**src/rtl/pipeline_exec_ctrl.sv**
```systemverilog
// Execution and hazard controller for the 5-stage MIPS pipeline: sequences clk_en
// for run / single-step / halt-drain and drives IF/ID stall, flush and PC write.
//
// state  | meaning
// IDLE   | paused, clk_en low, waiting for a debug command
// RUN    | continuous execution until stop or HALT opcode in ID
// STEP   | exactly one enabled pipeline cycle
// DRAIN  | HALT seen in ID; bubbles injected while EX/MEM/WB retire
// HALTED | program finished and drained; only reset leaves
module pipeline_exec_ctrl #(
    parameter int          DRAIN_CYCLES = 4,
    parameter int          CNT_W        = 32,
    parameter logic [5:0]  HALT_OPCODE  = 6'b111111
) (
    input  logic             clk,
    input  logic             reset,
    input  logic             cmd_run,
    input  logic             cmd_step,
    input  logic             cmd_stop,
    input  logic [5:0]       id_opcode,
    input  logic [4:0]       id_rs,
    input  logic [4:0]       id_rt,
    input  logic             ex_mem_read,
    input  logic [4:0]       ex_rt,
    input  logic             id_branch_taken,
    output logic             clk_en,
    output logic             pc_write,
    output logic             if_id_stall,
    output logic             if_id_flush,
    output logic             halted,
    output logic             busy,
    output logic [2:0]       state,
    output logic [CNT_W-1:0] cycle_count
);

    localparam logic [2:0] S_IDLE   = 3'd0;
    localparam logic [2:0] S_RUN    = 3'd1;
    localparam logic [2:0] S_STEP   = 3'd2;
    localparam logic [2:0] S_DRAIN  = 3'd3;
    localparam logic [2:0] S_HALTED = 3'd4;

    localparam int             DW         = (DRAIN_CYCLES > 1) ? $clog2(DRAIN_CYCLES) : 1;
    localparam logic [DW-1:0]  DRAIN_LOAD = DW'(DRAIN_CYCLES - 1);

    logic [2:0]    state_q, state_d;
    logic [DW-1:0] drain_cnt, drain_d;
    logic          halt_det;
    logic          load_use;

    assign halt_det = ((state_q == S_RUN) || (state_q == S_STEP)) && (id_opcode == HALT_OPCODE);
    assign load_use = ex_mem_read && (ex_rt != 5'd0) && ((ex_rt == id_rs) || (ex_rt == id_rt));

    always_comb begin
        state_d = state_q;
        drain_d = drain_cnt;
        case (state_q)
            S_IDLE: begin
                if (cmd_stop)      state_d = S_IDLE;
                else if (cmd_run)  state_d = S_RUN;
                else if (cmd_step) state_d = S_STEP;
            end
            S_RUN: begin
                if (halt_det) begin
                    state_d = S_DRAIN;
                    drain_d = DRAIN_LOAD;
                end else if (cmd_stop) begin
                    state_d = S_IDLE;
                end
            end
            S_STEP: begin
                if (halt_det) begin
                    state_d = S_DRAIN;
                    drain_d = DRAIN_LOAD;
                end else begin
                    state_d = S_IDLE;
                end
            end
            S_DRAIN: begin
                if (drain_cnt == '0) state_d = S_HALTED;
                else                 drain_d = drain_cnt - 1'b1;
            end
            S_HALTED: state_d = S_HALTED;
            default:  state_d = S_IDLE;
        endcase
    end

    always_ff @(posedge clk or posedge reset) begin
        if (reset) begin
            state_q     <= S_IDLE;
            drain_cnt   <= '0;
            cycle_count <= '0;
        end else begin
            state_q   <= state_d;
            drain_cnt <= drain_d;
            // Saturate rather than wrap so long runs never read back as short ones
            if (clk_en && (cycle_count != '1))
                cycle_count <= cycle_count + CNT_W'(1);
        end
    end

    always_comb begin
        clk_en      = (state_q == S_RUN) || (state_q == S_STEP) || (state_q == S_DRAIN);
        pc_write    = 1'b0;
        if_id_stall = 1'b0;
        if_id_flush = 1'b0;
        if (clk_en) begin
            if ((state_q == S_DRAIN) || halt_det) begin
                if_id_flush = 1'b1;
            end else if (load_use) begin
                // Stall beats a taken branch; the branch re-resolves next cycle
                if_id_stall = 1'b1;
            end else begin
                pc_write    = 1'b1;
                if_id_flush = id_branch_taken;
            end
        end
    end

    assign halted = (state_q == S_HALTED);
    assign busy   = clk_en;
    assign state  = state_q;

endmodule

```
**config.mk**
```make
export PLATFORM = sky130hd
export DESIGN_NAME = pipeline_exec_ctrl
export DESIGN_NICKNAME = d
export VERILOG_FILES = /design/src/rtl/pipeline_exec_ctrl.sv
export SDC_FILE = /design/constraint.sdc
export NUM_CORES = 1
export LEC_CHECK = 0
export ABC_CLOCK_PERIOD_IN_PS = 2800
export CORE_AREA = 2 2 52 90
export CTS_CLUSTER_DIAMETER = 100
export CTS_CLUSTER_SIZE = 10
export DETAILED_ROUTE_END_ITERATION = 12
export DIE_AREA = 0 0 54 92
export PLACE_DENSITY = 0.82
export SLEW_MARGIN = 20
export SYNTH_ARGS = -nofsm -noshare
export SYNTH_HDL_FRONTEND = slang
export SYNTH_SLANG_ARGS = --single-unit
```
**constraint.sdc**
```tcl
create_clock -name clk -period 2.8 [get_ports clk]
set_clock_uncertainty 0.05 [all_clocks]
set_input_delay 0.56 -clock clk [delete_from_list [all_inputs] [get_ports clk]]
set_output_delay 0.56 -clock clk [all_outputs]
set_load 0.05 [all_outputs]
```
## Word level (Yosys, flattened, before mapping)

Cells that the tools add are included.

| storage, ports and cells | value |
|---|---|
| logic and storage cells | 53 |
| bits in latches | 0 |
| output and inout port bits | 41 |
| input bits | 28 |
| register bits after elaboration | 37 |
| memories | 0 |
| RAM bits | 0 |
| bits in read-only memories | 0 |

| operators by class | value |
|---|---|
| shift operators | 0 |
| magnitude comparators | 0 |
| multiply operators | 0 |
| reduce and logical (&&, ||, !) cells | 15 |
| mux-type cells | 20 |
| add/sub/neg operators | 2 |
| bitwise operators | 0 |
| equal/unequal tests | 13 |
| divide/modulo/power cells | 0 |

Operator list:

| kind | count |
|---|---|
| 32-bit by 1-bit adder with 32-bit output (second input constant) | 1 |
| 32-bit != test (second input constant) | 1 |
| 3-bit two-way mux | 6 |
| 3-bit case mux with 5 select lines | 1 |
| 5-bit equality test | 2 |
| 1-bit two-way mux | 9 |
| 3-bit by 2-bit equality test with 1-bit output (second input constant) | 2 |
| 6-bit equality test (second input constant) | 1 |
| 2-bit two-way mux | 3 |
| 3-bit AND reduction | 2 |
| 5-bit nonzero test | 1 |
| 1-bit logical AND | 4 |
| 1-bit logical OR | 4 |
| 2-bit != test (second input constant) | 2 |
| 4-bit != test (second input constant) | 1 |
| 2-bit case mux with 2 select lines | 1 |
| 3-bit by 1-bit equality test with 1-bit output (second input constant) | 1 |
| 3-bit equality test (second input constant) | 1 |
| 3-bit logical NOT | 1 |
| 3-bit != test (second input constant) | 1 |
| 2-bit logical NOT | 1 |
| 2-bit by 1-bit != test with 1-bit output (second input constant) | 1 |
| 2-bit nonzero test | 1 |
| 2-bit OR reduction | 1 |
| 2-bit by 1-bit subtractor with 2-bit output (second input constant) | 1 |

## Longest topological paths before layout

Gate-level depths: netlist of run 1.

| depth | value |
|---|---|
| depth after elaboration | 6 |
| depth in mapped cells | 7 |
| gate-level depth less buffers | 6 |

## Least setup slack after synthesis of run 1

No wires, ideal clock.

| timing path | value |
|---|---|
| path kind | input to output |
| from | input ex_rt[1] |
| to | output if_id_flush |
| setup slack | -0.688 ns |
| stages on the path | 4 |
| buffers on the path | 0 |
| data required time | 2.190 ns |
| data arrival time | 2.878 ns |
| path through | or4_1 o21ai_0 a21oi_1 o41ai_1 |

| between the ends | value |
|---|---|
| word-level cells in the longest chain between the ends | 6 |
| elaborated cells on any way between the ends | 9 |
| classes of those cells | eq/ne: 2; mux: 3; reduce/logical: 4 |

RTL lines:

| what | RTL line | RTL |
|---|---|---|
| start: declaration | 24 | `input logic [4:0] ex_rt,` |
| 5-bit equality test or 5-bit nonzero test (tied branches) | 51 | `assign load_use = ex_mem_read && (ex_rt != 5'd0) && ((ex_rt == id_rs) \|\| (ex_rt == id_rt));` |
| 1-bit logical OR or 1-bit logical AND (tied branches) | 51 |  |
| 1-bit logical AND * | 51 |  |
| 1-bit two-way mux * | 109 | `end else if (load_use) begin` |
| 1-bit two-way mux * | 107 | `if ((state_q == S_DRAIN) \|\| halt_det) begin` |
| 1-bit two-way mux * | 106 | `if (clk_en) begin` |
| end: declaration | 29 | `output logic if_id_flush,` |

Mark *: on every way between the ends. The rest lies on a longest branch, timed or not.

## Final worst setup path of run 1

| timing path | value |
|---|---|
| from | input id_rt[3] |
| to | output if_id_stall |

| between the ends | value |
|---|---|
| word-level cells in the longest chain between the ends | 6 |

RTL lines:

| what | RTL line | RTL |
|---|---|---|
| start: declaration | 22 | `input logic [4:0] id_rt,` |
| 5-bit equality test | 51 |  |
| 1-bit logical OR | 51 |  |
| 1-bit logical AND | 51 |  |
| 1-bit two-way mux | 109 |  |
| 1-bit two-way mux | 107 |  |
| 1-bit two-way mux | 106 |  |
| end: declaration | 28 | `output logic if_id_stall,` |

No other way between the ends.

==> flow_results.org, run 1 <==
** Critical path
- Kind of critical path :: in2out
- Depth of the worst register-to-register path :: 6
- Master of the slowest instance on the critical path :: sky130_fd_sc_hd__clkdlybuf4s50_1
- Across all register-to-register paths, the minimum setup slack is 0.62 ns.
- Counting both buffers and inverters, the worst setup path holds a total of 2.
- STA classifies the critical path startpoint as an input pin.
- The startpoint identified for the worst register-to-register timing path is cycle_count[0].
- The endpoint identified for the worst register-to-register timing path is cycle_count[15].
- Number of cells on the critical path :: 7
- Walking the worst path, the cells encountered are clkdlybuf4s50_1, xor2_1, nor3_1, nand3_1, a21oi_4, nor4b_4, buf_12.
- Family with the most delay on the worst path :: simple AND/OR/NAND/NOR gates
- Critical path endpoint category :: output pin
- In this run the worst path has a maximum fanout of 3.
- Crit path required time :: 2.19 ns
- Data arrives at the worst endpoint at 2.14 ns.
- Delay of the slowest critical-path stage :: 0.41 ns

** Route
- DRT Pass-1 Iters :: 4
- After the first detailed-routing iteration, the DRC count stood at 30.
- Wire length after detailed routing :: 4794 µm
- Dividing the detail-routed wire length by the instance count gives 14.75 µm.
- Vias per Instance :: 5.415
- Metal-1 WL :: 1731 µm
- The final route contains 1760 vias.
- Highest metal layer with signal wires :: met4
- Post-DRT Antenna Nets :: 0
- Summed over all nets, wire length on met3 after detailed routing comes to 391 µm.
- Met2 wire len :: 2587 µm
- After detailed routing, the number of remaining DRC violations is 0.

** Synth
- The Yosys step of the flow raised 0 warnings.
- For this run, the leading register cell type out of synthesis is sky130_fd_sc_hd__dfrtp_1.
- Number of enable flip-flop cells after synthesis :: 0
- Net Count, Synth :: 228
- Synthesized netlist cell count :: 198
- Synthesis instantiated 39 different standard cells from the library.
- Flip-flop and latch count after synthesis :: 37
- After synthesis the cells add up to 2013 µm².
- Seq/Total Area, Yosys :: 45.99%
- For this run, asynchronously set or reset flops after synthesis account for 100.0%.
- Syn_area_per_cell :: 10.17 µm²

** Die
- Rows :: 32
- Die Outline Area :: 4968 µm²
- In this run the standard cell core region covers 4324 µm².
- Die Ht :: 92 µm
- The floorplan step set the die width to 54 µm.
- Initial Utilization :: 46.56%
- I/O pins :: 69

** Timing
- FMAX :: 0.3633 GHz
- Worst-margin pin slew :: 0.8190 ns
- Setup slack on the critical path of the routed design comes to 0.04735 ns.
- After layout, the worst path uses 98.31% of the clock period.
- The routed design could run at a clock period as short as 2.753 ns.
- Slew Limit Headroom :: 45.15%
- Setup repair after global routing could not meet its margin everywhere.
- The count of final max-slew check failures was 0.
- Final setup violation count :: 0
- The final count of hold timing violations is 0.

** Global route
- Total grt overflow :: 0
- Largest net degree at the start of global routing :: 38
- The via count of the first global-routing pass was 1793.
- For this run, the total global-route usage over all layers was measured as 20.60%.
- The initial antenna violation count was 0.
- The first global-routing pass estimated 7596 µm of wire.

** Layout
- The repair_antennas step left the layout with diodes totalling 0.
- The final layout contains 303 nets.
- Number of non-filler instances in the completed layout :: 325
- Fraction of layout cells with a size suffix above 1 :: 12.04%
- Area delta synth->final :: 45.93%

** Clock tree
- Post-CTS timing repair inserted 0 buffers for setup.
- TritonCTS clock tree :: built
- Reg clk slew, reported paths :: 0.08 ns
- Clock latency on the worst-skew pair, taken at its later pin, is 0.29 ns.
- The H-tree generated during clock tree synthesis spans 2 levels.
- The longest clock path from root to sink contains 2 buffers.
- Counting the buffers created by CTS gives 5.
- CTS Root Buffer Type :: sky130_fd_sc_hd__clkbuf_8
- Number of sinks handled by clock tree synthesis :: 37

** Power
- Power spread over the standard cell area amounts to 329.2 nW/µm².
- Leakage :: 1.194 nW
- IR analysis of the VDD net gives a maximum drop of 0.3507 mV.
- Internal Pwr Total :: 0.7512 mW
- Net switching is 22.33% of the power.
- Sequential cells burn 55.2% of the power.
- Combinational cells account for 7.7% of the total power.
- The clock network burns 37.1% of the power.
- Summed over all nets, the switching power comes to 0.2159 mW.

** Placement
- HPWL after detailed placement :: 3639 µm
- Input and output buffers added on the ports amount to 68.
- Counting tap cells, the placed design contains a total of 317 instances.
- Final estimated routing congestion in global placement :: 0.8266
- At the placement stage, the worst setup path has a slack of -0.2056 ns.

** Hold path
- The startpoint identified for the worst hold timing path is cycle_count[27].
- The worst hold path terminates at cycle_count[27].
- Worst Hold Depth :: 1
- Worst hold path class :: reg2reg

** Run status
- The flow ran to the end, and the final reports show no timing, DRC or antenna violations.

** Flow run
- Max-cap violations in this run came to 0.
placed cells by master (no fill, tap or decap), types with 5 or more instances in the layout:
cell type                         instances
sky130_fd_sc_hd__clkdlybuf4s50_1         61
sky130_fd_sc_hd__nand2_1                 16
sky130_fd_sc_hd__inv_1                    7
sky130_fd_sc_hd__and3_1                   6
sky130_fd_sc_hd__xnor2_1                 28
sky130_fd_sc_hd__dfrtp_1                 37
sky130_fd_sc_hd__nor3_1                   6
sky130_fd_sc_hd__nand4_1                 11
sky130_fd_sc_hd__nor2_1                  10
sky130_fd_sc_hd__xor2_1                  11
sky130_fd_sc_hd__buf_4                    5
sky130_fd_sc_hd__clkbuf_8                 5
sky130_fd_sc_hd__nand3_1                 19
repair_timing:
action                                  in CTS  in global routing
hold buffers                                 0                  0
resized for setup                           14                  1
pin swaps                                    3                  3
endpoints found under the setup margin       3                  2
kinds of logic after synthesis:
group	synth area share, %
and+or+nand+nor	25.67
xor gates and xnor gates	16.97
DFF	45.99
AOI/OAI and AO/OA	5.718
buffers and inverters	2.797
muxes	1.616
adders and majority gates	1.243
cell type report:
class                      count  area, µm²
clock buffer                   6      72.57
tap                           51      63.81
fill                         344       1386
sequential                    37      925.9
clock inverter                 2      10.01
timing repair buffer          73      760.7
inverter                       7      26.28
multi-input combinational    149       1079
state kept, by name, indices dropped and copies added (netlist names):
name / count
state: 3
cycle_count: 32
drain_cnt: 2
Yosys cell counts (2+ instances only):
master | instances | area (µm²)
sky130_fd_sc_hd__nand2_1 | 16 | 60.06
sky130_fd_sc_hd__clkbuf_1 | 3 | 11.26
sky130_fd_sc_hd__or3_1 | 2 | 12.51
sky130_fd_sc_hd__nor3_1 | 6 | 30.03
sky130_fd_sc_hd__a31oi_1 | 3 | 18.77
sky130_fd_sc_hd__and3_1 | 6 | 37.54
sky130_fd_sc_hd__mux2_2 | 2 | 22.52
sky130_fd_sc_hd__o41ai_1 | 2 | 17.52
sky130_fd_sc_hd__xnor2_1 | 28 | 245.2
sky130_fd_sc_hd__nand3_1 | 19 | 95.09
sky130_fd_sc_hd__nor2_1 | 10 | 37.54
sky130_fd_sc_hd__nand4_1 | 11 | 68.82
sky130_fd_sc_hd__dfrtp_1 | 37 | 925.9
sky130_fd_sc_hd__o31ai_1 | 3 | 22.52
sky130_fd_sc_hd__nor4_2 | 2 | 25.02
sky130_fd_sc_hd__nor4b_1 | 2 | 17.52
sky130_fd_sc_hd__and2_1 | 3 | 18.77
sky130_fd_sc_hd__ha_1 | 2 | 25.02
sky130_fd_sc_hd__inv_1 | 7 | 26.28
sky130_fd_sc_hd__a21oi_1 | 5 | 25.02
sky130_fd_sc_hd__xor2_1 | 11 | 96.34
layer usage:
layer / GRT usage [%] / up-vias
met5: 0 / -
met4: 7.500 / 0
met3: 6.026 / 7
met2: 38.31 / 57
met1: 19.96 / 849
li1: - / 847
power by group through the flow:
stage                     Clock, mW  Combinational (mW)  Sequential, mW
after detailed placement          0              0.0735           0.544
after global routing          0.389              0.0820           0.534
final                         0.359              0.0743           0.534
after CTS                     0.367              0.0744           0.534
after floorplan                   0              0.0241           0.544
after global placement            0              0.0724           0.544
stage by stage:
stage / TNS [ns] / area (µm²) / util (%) / hold WS, ns / total power [mW]
after floorplan: -0.02978 / 2033 / - / 0.4340 / 0.5685
after global placement: -0.3170 / 2815 / 65.10 / 0.4337 / 0.6168
after detailed placement: -0.3837 / 2815 / 65.10 / 0.4353 / 0.6180
after CTS: 0 / 2930 / 67.77 / 0.4495 / 0.9755
after global routing: -0.05366 / 2938 / 67.94 / 0.4813 / 1.005
final: 0 / 2938 / 67.94 / 0.4425 / 0.9671
worst max-delay path by stage:
stage / slack (ns) / endpoint / start
floorplan: -0.03 / if_id_flush / ex_rt[1]
finish: 0.05 / if_id_stall / id_rt[3]
global placement: -0.16 / if_id_stall / ex_rt[3]
global route: -0.05 / if_id_stall / id_rt[3]
CTS: 0.01 / if_id_flush / ex_rt[2]
detailed placement: -0.21 / if_id_stall / ex_rt[3]
Power figures use the tool's default switching activity.
==> inputs of run 2 (changes only) <==
ABC_AREA = 1   (was not set)
CORE_AREA = 2 2 59 103   (was 2 2 52 90)
DIE_AREA = 0 0 61 105   (was 0 0 54 92)
PLACE_DENSITY = 0.79   (was 0.82)
==> flow_results.org, run 2 <==
** Run status
- Status: completed (unchanged).

** Critical path
- Highest net fanout along the worst path :: 6 (was 3)
- CP Launch Point :: state[0] (was id_rt[3])
- The capturing element of the worst setup path is halted (was if_id_stall).
- Delay of the slowest critical-path stage :: 0.79 ns (was 0.41 ns)
- Reg2reg setup slack :: 0.77 ns (was 0.62 ns)
- The kind of launch point of the worst setup path was a flip-flop (was input pin).
- Master of the slowest instance on the critical path :: sky130_fd_sc_hd__clkdlybuf4s50_1 (unchanged)
- The arrival time of the worst setup path is 2.07 ns (was 2.14 ns).
- Crit Reg-Reg Startpoint :: cycle_count[0] (unchanged)
- The number of cells on the worst reg-to-reg path was 10 (was 6).
- Worst path cell trace :: nor2_1, nand2_1, inv_1, clkdlybuf4s50_1 (was clkdlybuf4s50_1, xor2_1, nor3_1, nand3_1, a21oi_4, nor4b_4, buf_12)
- Critical R2R Capture :: cycle_count[30] (was cycle_count[15])
- Critical path endpoint category :: output pin (unchanged)
- The category of the critical setup timing path was reg2out (was in2out).
- Crit path required time :: 2.19 ns (about the same)

** Route
- Number of remaining DRC errors :: 0 (unchanged)
- The routed wire length came to 7064 µm (was 4794 µm).
- Vias per Instance :: 4.893 (was 5.415)
- The number of vias in the routed layout came to 2740 (was 1760).
- Drt initial violations :: 98 (was 30)
- The routed wire length on met3 came to 314 µm (was 391 µm).
- DRT Pass-1 Iters :: 4 (unchanged)
- The routed metal-1 wirelength is 2423 µm (was 1731 µm).
- Met2 wire len :: 3928 µm (was 2587 µm)
- The number of routed nets with antenna violations is 0 (unchanged).
- The routed length per instance was 12.61 µm (was 14.75 µm).
- Highest metal layer with signal wires :: met4 (unchanged)

** Synth
- The fraction of the yosys area taken by sequential cells came to 33.98% (was 45.99%).
- Synthesized netlist cell count :: 412 (was 198)
- The proportion of netlist area held by the largest area contributor is 33.98% (was 45.99%).
- Cell types with the largest area share after synthesis: sky130_fd_sc_hd__dfrtp_1 34%, sky130_fd_sc_hd__nand2_1 24%, sky130_fd_sc_hd__nor2_1 6.7% (was sky130_fd_sc_hd__dfrtp_1 46%, sky130_fd_sc_hd__xnor2_1 12%, sky130_fd_sc_hd__xor2_1 4.8%).
- Top cells by instance count after synthesis :: 175 x sky130_fd_sc_hd__nand2_1, 49 x sky130_fd_sc_hd__nor2_1, 48 x sky130_fd_sc_hd__inv_1, 37 x sky130_fd_sc_hd__dfrtp_1, 14 x sky130_fd_sc_hd__xor2_1 (was 37 x sky130_fd_sc_hd__dfrtp_1, 28 x sky130_fd_sc_hd__xnor2_1, 19 x sky130_fd_sc_hd__nand3_1, 16 x sky130_fd_sc_hd__nand2_1)
- The dominant register cell in the synthesized netlist was sky130_fd_sc_hd__dfrtp_1 (unchanged).
- The Yosys warning count came to 0 (unchanged).
- The cell taking the most area after synthesis was sky130_fd_sc_hd__dfrtp_1 (unchanged).
- The most used standard cell by instance count after synthesis was sky130_fd_sc_hd__nand2_1 (was sky130_fd_sc_hd__dfrtp_1).
- The flop and latch count out of synthesis is 37 (unchanged).
- Number of enable flip-flop cells after synthesis :: 0 (unchanged)
- The netlist area before placement came to 2725 µm² (was 2013 µm²).
- Net Count, Synth :: 442 (was 228)
- Ys async rst share :: 100.0% (unchanged)
- Syn_area_per_cell :: 6.614 µm² (was 10.17 µm²)
- The post-synthesis cell type count came to 28 (was 39).

** Placement
- The instance area at placement is 3486 µm² (was 2815 µm²).
- The half-perimeter wire length after placement is 5651 µm (was 3639 µm).
- Buffers on Ports :: 68 (unchanged)
- The pre-CTS setup slack was 0.1139 ns (was -0.2056 ns).
- Cell total after placement :: 552 (was 317)
- Final estimated routing congestion in global placement :: 0.8809 (was 0.8266)

** Clock tree
- The number of levels in the clock H-tree came to 2 (unchanged).
- Setup Fix Bufs, Post-CTS :: 0 (unchanged)
- TritonCTS clock tree :: built (unchanged)
- The root buffer cell is sky130_fd_sc_hd__clkbuf_8 (unchanged).
- The number of buffers created by CTS is 5 (unchanged).
- Reg clk slew, reported paths :: 0.07 ns (was 0.08 ns)
- Number of buffers added to fix hold violations after cts :: 0 (unchanged)
- Later-pin clock latency in the skew report :: 0.30 ns (was 0.29 ns)
- Maximum clock insertion buffer count :: 2 (unchanged)
- The number of sinks on the clock net is 37 (unchanged).

** Layout
- The post-layout instance area came to 3605 µm² (was 2938 µm²).
- Flip-flop count of the largest register, all copies and words added :: 32 (unchanged)
- Leading cell types in the layout, fill and taps excluded: 175 x sky130_fd_sc_hd__nand2_1, 65 x sky130_fd_sc_hd__clkdlybuf4s50_1, 48 x sky130_fd_sc_hd__inv_1, 48 x sky130_fd_sc_hd__nor2_1, 37 x sky130_fd_sc_hd__dfrtp_1 (was 61 x sky130_fd_sc_hd__clkdlybuf4s50_1, 37 x sky130_fd_sc_hd__dfrtp_1, 28 x sky130_fd_sc_hd__xnor2_1).
- Largest register by flop count :: cycle_count (unchanged)
- Area delta synth->final :: 32.28% (was 45.93%)
- The non-filler instance count after layout came to 560 (was 325).
- The most common cell after layout, fill and taps aside is sky130_fd_sc_hd__nand2_1 (was sky130_fd_sc_hd__clkdlybuf4s50_1).
- The fraction of layout instances using a drive strength above 1 came to 6.198% (was 12.04%).
- Final #Nets :: 513 (was 303)
- Fin util :: 65.06% (was 67.94%)
- The count of inserted antenna diode cells was 0 (unchanged).

** Timing
- FMAX :: 0.3734 GHz (was 0.3633 GHz)
- Tightest hold margin :: 0.4943 ns (was 0.4425 ns)
- The max-slew headroom at the worst pin is 65.78% (was 45.15%).
- The final count of hold timing violations came to 0 (unchanged).
- Final-report max-slew violation count :: 0 (unchanged)
- Worst-margin pin slew :: 0.5117 ns (was 0.8190 ns)
- RSZ-0062 raised after global routing :: no (was yes)
- The accumulated negative setup slack came to 0 ns (unchanged).
- The fraction of the cycle the final worst path needs is 95.64% (was 98.31%).
- The number of setup violations in the final report came to 0 (unchanged).
- Shortest clock period the worst path allows after layout :: 2.678 ns (was 2.753 ns)
- Post-layout worst setup margin :: 0.1221 ns (was 0.04735 ns)

** Power
- Switching power :: 1.042 mW (was 0.2159 mW)
- The share of total power in combinational logic came to 49.5% (was 7.7%).
- The relative contribution of the clock network to total power came to 20.9% (was 37.1%).
- Sum of internal, switching and leakage power :: 2.305 mW (was 0.9671 mW)
- Part of the total power dissipated in sequential elements :: 29.6% (was 55.2%)
- Max rail drop VDD :: 0.7564 mV (was 0.3507 mV)
- Internal Pwr Total :: 1.263 mW (was 0.7512 mW)
- The total leakage power came to 1.626 nW (was 1.194 nW).
- Total power density per cell area :: 639.4 nW/µm² (was 329.2 nW/µm²)
- Share of total power consumed by net switching :: 45.21% (was 22.33%)

** Global route
- Largest net degree at the start of global routing :: 38 (unchanged)
- Antenna violations before repair :: 0 (unchanged)
- Global router's overall resource usage :: 25.11% (was 20.60%)
- Total grt overflow :: 0 (unchanged)
- Wire length of the first global-routing pass :: 12080 µm (was 7596 µm)
- Vias in the first global route :: 2808 (was 1793)

** Die
- Rows :: 36 (was 32)
- Chip width :: 61 µm (was 54 µm)
- The vertical die dimension was 105 µm (was 92 µm).
- The starting density of the core came to 49.19% (was 46.56%).
- The area inside the core boundary is 5540 µm² (was 4324 µm²).
- The count of pins on the block boundary came to 69 (unchanged).
- The die outline area came to 6405 µm² (was 4968 µm²).

** Flow run
- The number of maximum-capacitance constraint violations was 0 (unchanged).

** Hold path
- The path type of the worst min-delay path is reg2reg (unchanged).
-- run 2: timing repair --
action,CTS,global route
hold endpoints to repair,0,0
setup endpoints to repair,0,1
gates resized for setup,0,1
-- run 2: worst max-delay path: cells and delay by family (launching register included) --
family	cells	cell delay (ns)
flip-flops	1	0.45
buffers and inverters	2	0.86
AND/OR/NAND/NOR	2	0.46
-- run 2: power groups by stage --
stage / registers [mW] / logic [mW] / clock network [mW]
2_1_floorplan: 0.834 / 0.728 / 0
3_3_place_gp: 0.688 / 1.13 / 0
3_5_place_dp: 0.692 / 1.15 / 0
4_1_cts: 0.683 / 1.15 / 0.491
5_1_grt: 0.695 / 1.24 / 0.507
6_report: 0.682 / 1.14 / 0.483
-- run 2: logic make-up after synthesis --
family | synth area share [%]
AO/OA/AOI/OAI | 4.362
XOR/XNOR | 6.749
buffers and inverters | 9.366
adder cells (fa/ha/maj) | 0.9181
flip-flops | 33.98
AND/OR/NAND/NOR | 44.63
-- run 2: layer usage --
metal  vias up  track usage [%]
met5         -                0
met4         0            16.15
met3        23            4.703
met2        83            45.31
met1      1220            24.01
li1       1414                -
-- run 2: area by class of cell --
class | instances | area [µm²]
fillers | 529 | 1936
well taps | 76 | 95.09
inverters | 50 | 187.7
multi-input cells | 319 | 1554
clock inverters | 1 | 30.03
clock buffers | 7 | 86.33
flip-flops and latches | 37 | 925.9
repair buffers | 70 | 725.7
-- run 2: worst min-delay path by stage --
stage,start,endpoint,slack [ns],depth (start not counted)
after floorplan,drain_cnt[1],drain_cnt[1],0.46,2
after global placement,cycle_count[20],cycle_count[20],0.46,2
after detailed placement,cycle_count[20],cycle_count[20],0.47,2
after CTS,cycle_count[20],cycle_count[20],0.49,2
after global routing,drain_cnt[1],drain_cnt[1],0.53,2
final,cycle_count[20],cycle_count[20],0.49,2
==> inputs of run 3 (changes only) <==
CORE_AREA = 2 2 57 99   (was 2 2 59 103)
DIE_AREA = 0 0 59 101   (was 0 0 61 105)
PLACE_DENSITY = 0.84   (was 0.79)
==> flow_results.org, run 3 (same netlist as run 2, synthesis figures left out) <==
** Power
- The power density over the cells is 649.0 nW/µm² (was 639.4 nW/µm²).
- The internal power consumption is 1.261 mW (was 1.263 mW).
- Portion of total power attributed to combinational logic :: 49.4% (was 49.5%)
- Share of total power consumed by net switching :: 45.73% (was 45.21%)
- Max rail drop VDD :: 1.108 mV (was 0.7564 mV)
- The share of power burned in registers came to 29.4% (was 29.6%).
- The net switching component of the power is 1.062 mW (was 1.042 mW).
- Clock share of power :: 21.2% (was 20.9%)
- Leakage :: 1.625 nW (was 1.626 nW)

** Route
- Wire length after detailed routing :: 7352 µm (was 7064 µm)
- Number of remaining DRC errors :: 0 (unchanged)
- Wire length per cell :: 13.64 µm (was 12.61 µm)
- Via count :: 2813 (was 2740)
- Vias per Instance :: 5.219 (was 4.893)
- Drt initial violations :: 113 (was 98)
- The number of routed nets with antenna violations is 0 (unchanged).
- The iteration count of the initial detailed-routing pass came to 4 (unchanged).

** Placement
- The half-perimeter wire length after placement is 5758 µm (was 5651 µm).
- Final estimated routing congestion in global placement :: 0.8895 (was 0.8809)
- Buffers on Ports :: 68 (unchanged)
- Pre-CTS setup slack :: 0.1744 ns (was 0.1139 ns)
- The instance area at placement was 3460 µm² (was 3486 µm²).

** Die
- The area inside the core boundary was 5167 µm² (was 5540 µm²).
- Chip width :: 59 µm (was 61 µm)
- The starting density of the core was 52.74% (was 49.19%).
- I/O pins :: 69 (unchanged)
- Die Outline Area :: 5959 µm² (was 6405 µm²)
- Rows :: 35 (was 36)
- Die Ht :: 101 µm (was 105 µm)

** Clock tree
- Maximum clock insertion buffer count :: 2 (unchanged)
- The hold buffer count at cts came to 0 (unchanged).
- The count of cells resized by post-cts repair was 0 (unchanged).
- The number of levels in the clock H-tree came to 2 (unchanged).
- The root buffer cell is sky130_fd_sc_hd__clkbuf_8 (unchanged).
- The number of buffers added for setup after CTS is 0 (unchanged).
- Number of sinks handled by clock tree synthesis :: 37 (unchanged)
- Later-pin clock latency in the skew report :: 0.29 ns (was 0.30 ns)
- Number of CTS-inserted buffers :: 5 (unchanged)
- The TritonCTS clock tree is built (unchanged).
- The clock transition at the register clock pins on the worst setup and hold paths after CTS is 0.08 ns (was 0.07 ns).

** Layout
- Leading cell types in the layout, fill and taps excluded: 175 x sky130_fd_sc_hd__nand2_1, 65 x sky130_fd_sc_hd__clkdlybuf4s50_1, 49 x sky130_fd_sc_hd__nor2_1 (was 175 x sky130_fd_sc_hd__nand2_1, 65 x sky130_fd_sc_hd__clkdlybuf4s50_1, 48 x sky130_fd_sc_hd__inv_1, 48 x sky130_fd_sc_hd__nor2_1, 37 x sky130_fd_sc_hd__dfrtp_1).
- The flip-flop count of the largest register after layout was 32 (unchanged).
- The area growth from synthesis to layout is 31.36% (was 32.28%).
- Fraction of layout cells with a size suffix above 1 :: 6.198% (unchanged)
- The register bank with the most flops is cycle_count (unchanged).
- The most common cell after layout, fill and taps aside is sky130_fd_sc_hd__nand2_1 (unchanged).
- Final #Nets :: 513 (unchanged)
- Antenna Cells :: 0 (unchanged)
- Final standard cell area without fillers :: 3580 µm² (was 3605 µm²)

** Timing
- The fraction of the cycle the final worst path needs came to 95.55% (was 95.64%).
- The achievable frequency came to 0.3738 GHz (was 0.3734 GHz).
- Shortest clock period the worst path allows after layout :: 2.675 ns (was 2.678 ns)
- The count of final max-slew check failures is 0 (unchanged).
- RSZ-0062 raised after global routing :: no (unchanged)
- Slew Limit Headroom :: 65.66% (was 65.78%)
- The setup slack after layout came to 0.1246 ns (was 0.1221 ns).
- The number of setup violations in the final report was 0 (unchanged).
- Worst-margin pin slew :: 0.5135 ns (was 0.5117 ns)
- Final-layout setup total negative slack :: 0 ns (unchanged)
- The final count of hold timing violations came to 0 (unchanged).

** Flow run
- Max-Cap Viols :: 0 (unchanged)

** Run status
- Status: completed (unchanged).

** Hold path
- Worst hold path class :: reg2reg (unchanged)

** Critical path
- Highest net fanout along the worst path :: 5 (was 6)
- The critical path data required time is 2.19 ns (about the same).
- The kind of launch point of the worst setup path is a flip-flop (unchanged).
- Critical path endpoint category :: output pin (unchanged)
- Data arrival time of the critical path :: 2.07 ns (about the same)
- Kind of critical path :: reg2out (unchanged)

** Global route
- Total grt overflow :: 0 (unchanged)
- Global router's overall resource usage :: 26.61% (was 25.11%)
- The maximum number of pins on one net before global-route repair is 38 (unchanged).
- Antenna violations before repair :: 0 (unchanged)
- Wire length of the first global-routing pass :: 12040 µm (was 12080 µm)
- Vias in the first global route :: 2857 (was 2808)
## run 3: path summary, 6_finish.rpt
| kind | start | endpoint | slack, ns | depth (start not counted) |
|---|---|---|---|---|
| min | cycle_count[20] | cycle_count[20] | 0.50 | 2 |
| max | state[1] | halted | 0.12 | 4 |
| min reg2reg | cycle_count[20] | cycle_count[20] | 0.50 | 2 |
| max in group asynchronous | reset | cycle_count[12] | 1.72 | 3 |
| max reg2reg | cycle_count[0] | cycle_count[30] | 0.70 | 10 |
| min in group asynchronous | reset | cycle_count[19] | 0.64 | 3 |
## run 3: worst max-delay path: stages, from the launching register on
cell and delay [ns]:
sky130_fd_sc_hd__dfrtp_1 0.44, sky130_fd_sc_hd__nor2_1 0.35, sky130_fd_sc_hd__nand2_1 0.13, sky130_fd_sc_hd__inv_1 0.07, sky130_fd_sc_hd__clkdlybuf4s50_1 0.79
## run 3: area by class of cell
class / instances / area, µm²
repair buffers: 70 / 725.7
clock buffers: 6 / 82.58
well taps: 55 / 68.82
clock inverters: 2 / 37.54
multi-input cells: 319 / 1551
flip-flops and latches: 37 / 925.9
inverters: 50 / 187.7
fillers: 468 / 1588
## run 3: power by group through the flow
stage | sequential (mW) | combinational, mW | clock [mW]
global placement | 0.686 | 1.13 | 0
global route | 0.691 | 1.24 | 0.510
CTS | 0.683 | 1.16 | 0.496
floorplan | 0.834 | 0.728 | 0
detailed placement | 0.693 | 1.15 | 0
finish | 0.683 | 1.15 | 0.493
## run 3: through the flow
stage	util, %	std cells	total power [mW]	hold WS [ns]
2_1_floorplan	-	412	1.562	0.4575
5_1_grt	69.27	539	2.437	0.5259
6_report	69.27	539	2.323	0.4972
3_3_place_gp	66.95	531	1.814	0.4624
4_1_cts	69.27	539	2.336	0.5015
3_5_place_dp	66.95	531	1.845	0.4796
## run 3: per-layer routing
| metal | share of wire, % | track usage (%) | up-vias |
|---|---|---|---|
| met5 | 0 | 0 | - |
| met4 | 4.6 | 16.08 | 0 |
| met3 | 4.7 | 4.365 | 26 |
| met2 | 56 | 49.74 | 102 |
| met1 | 35 | 25.85 | 1271 |
| li1 | - | - | 1414 |
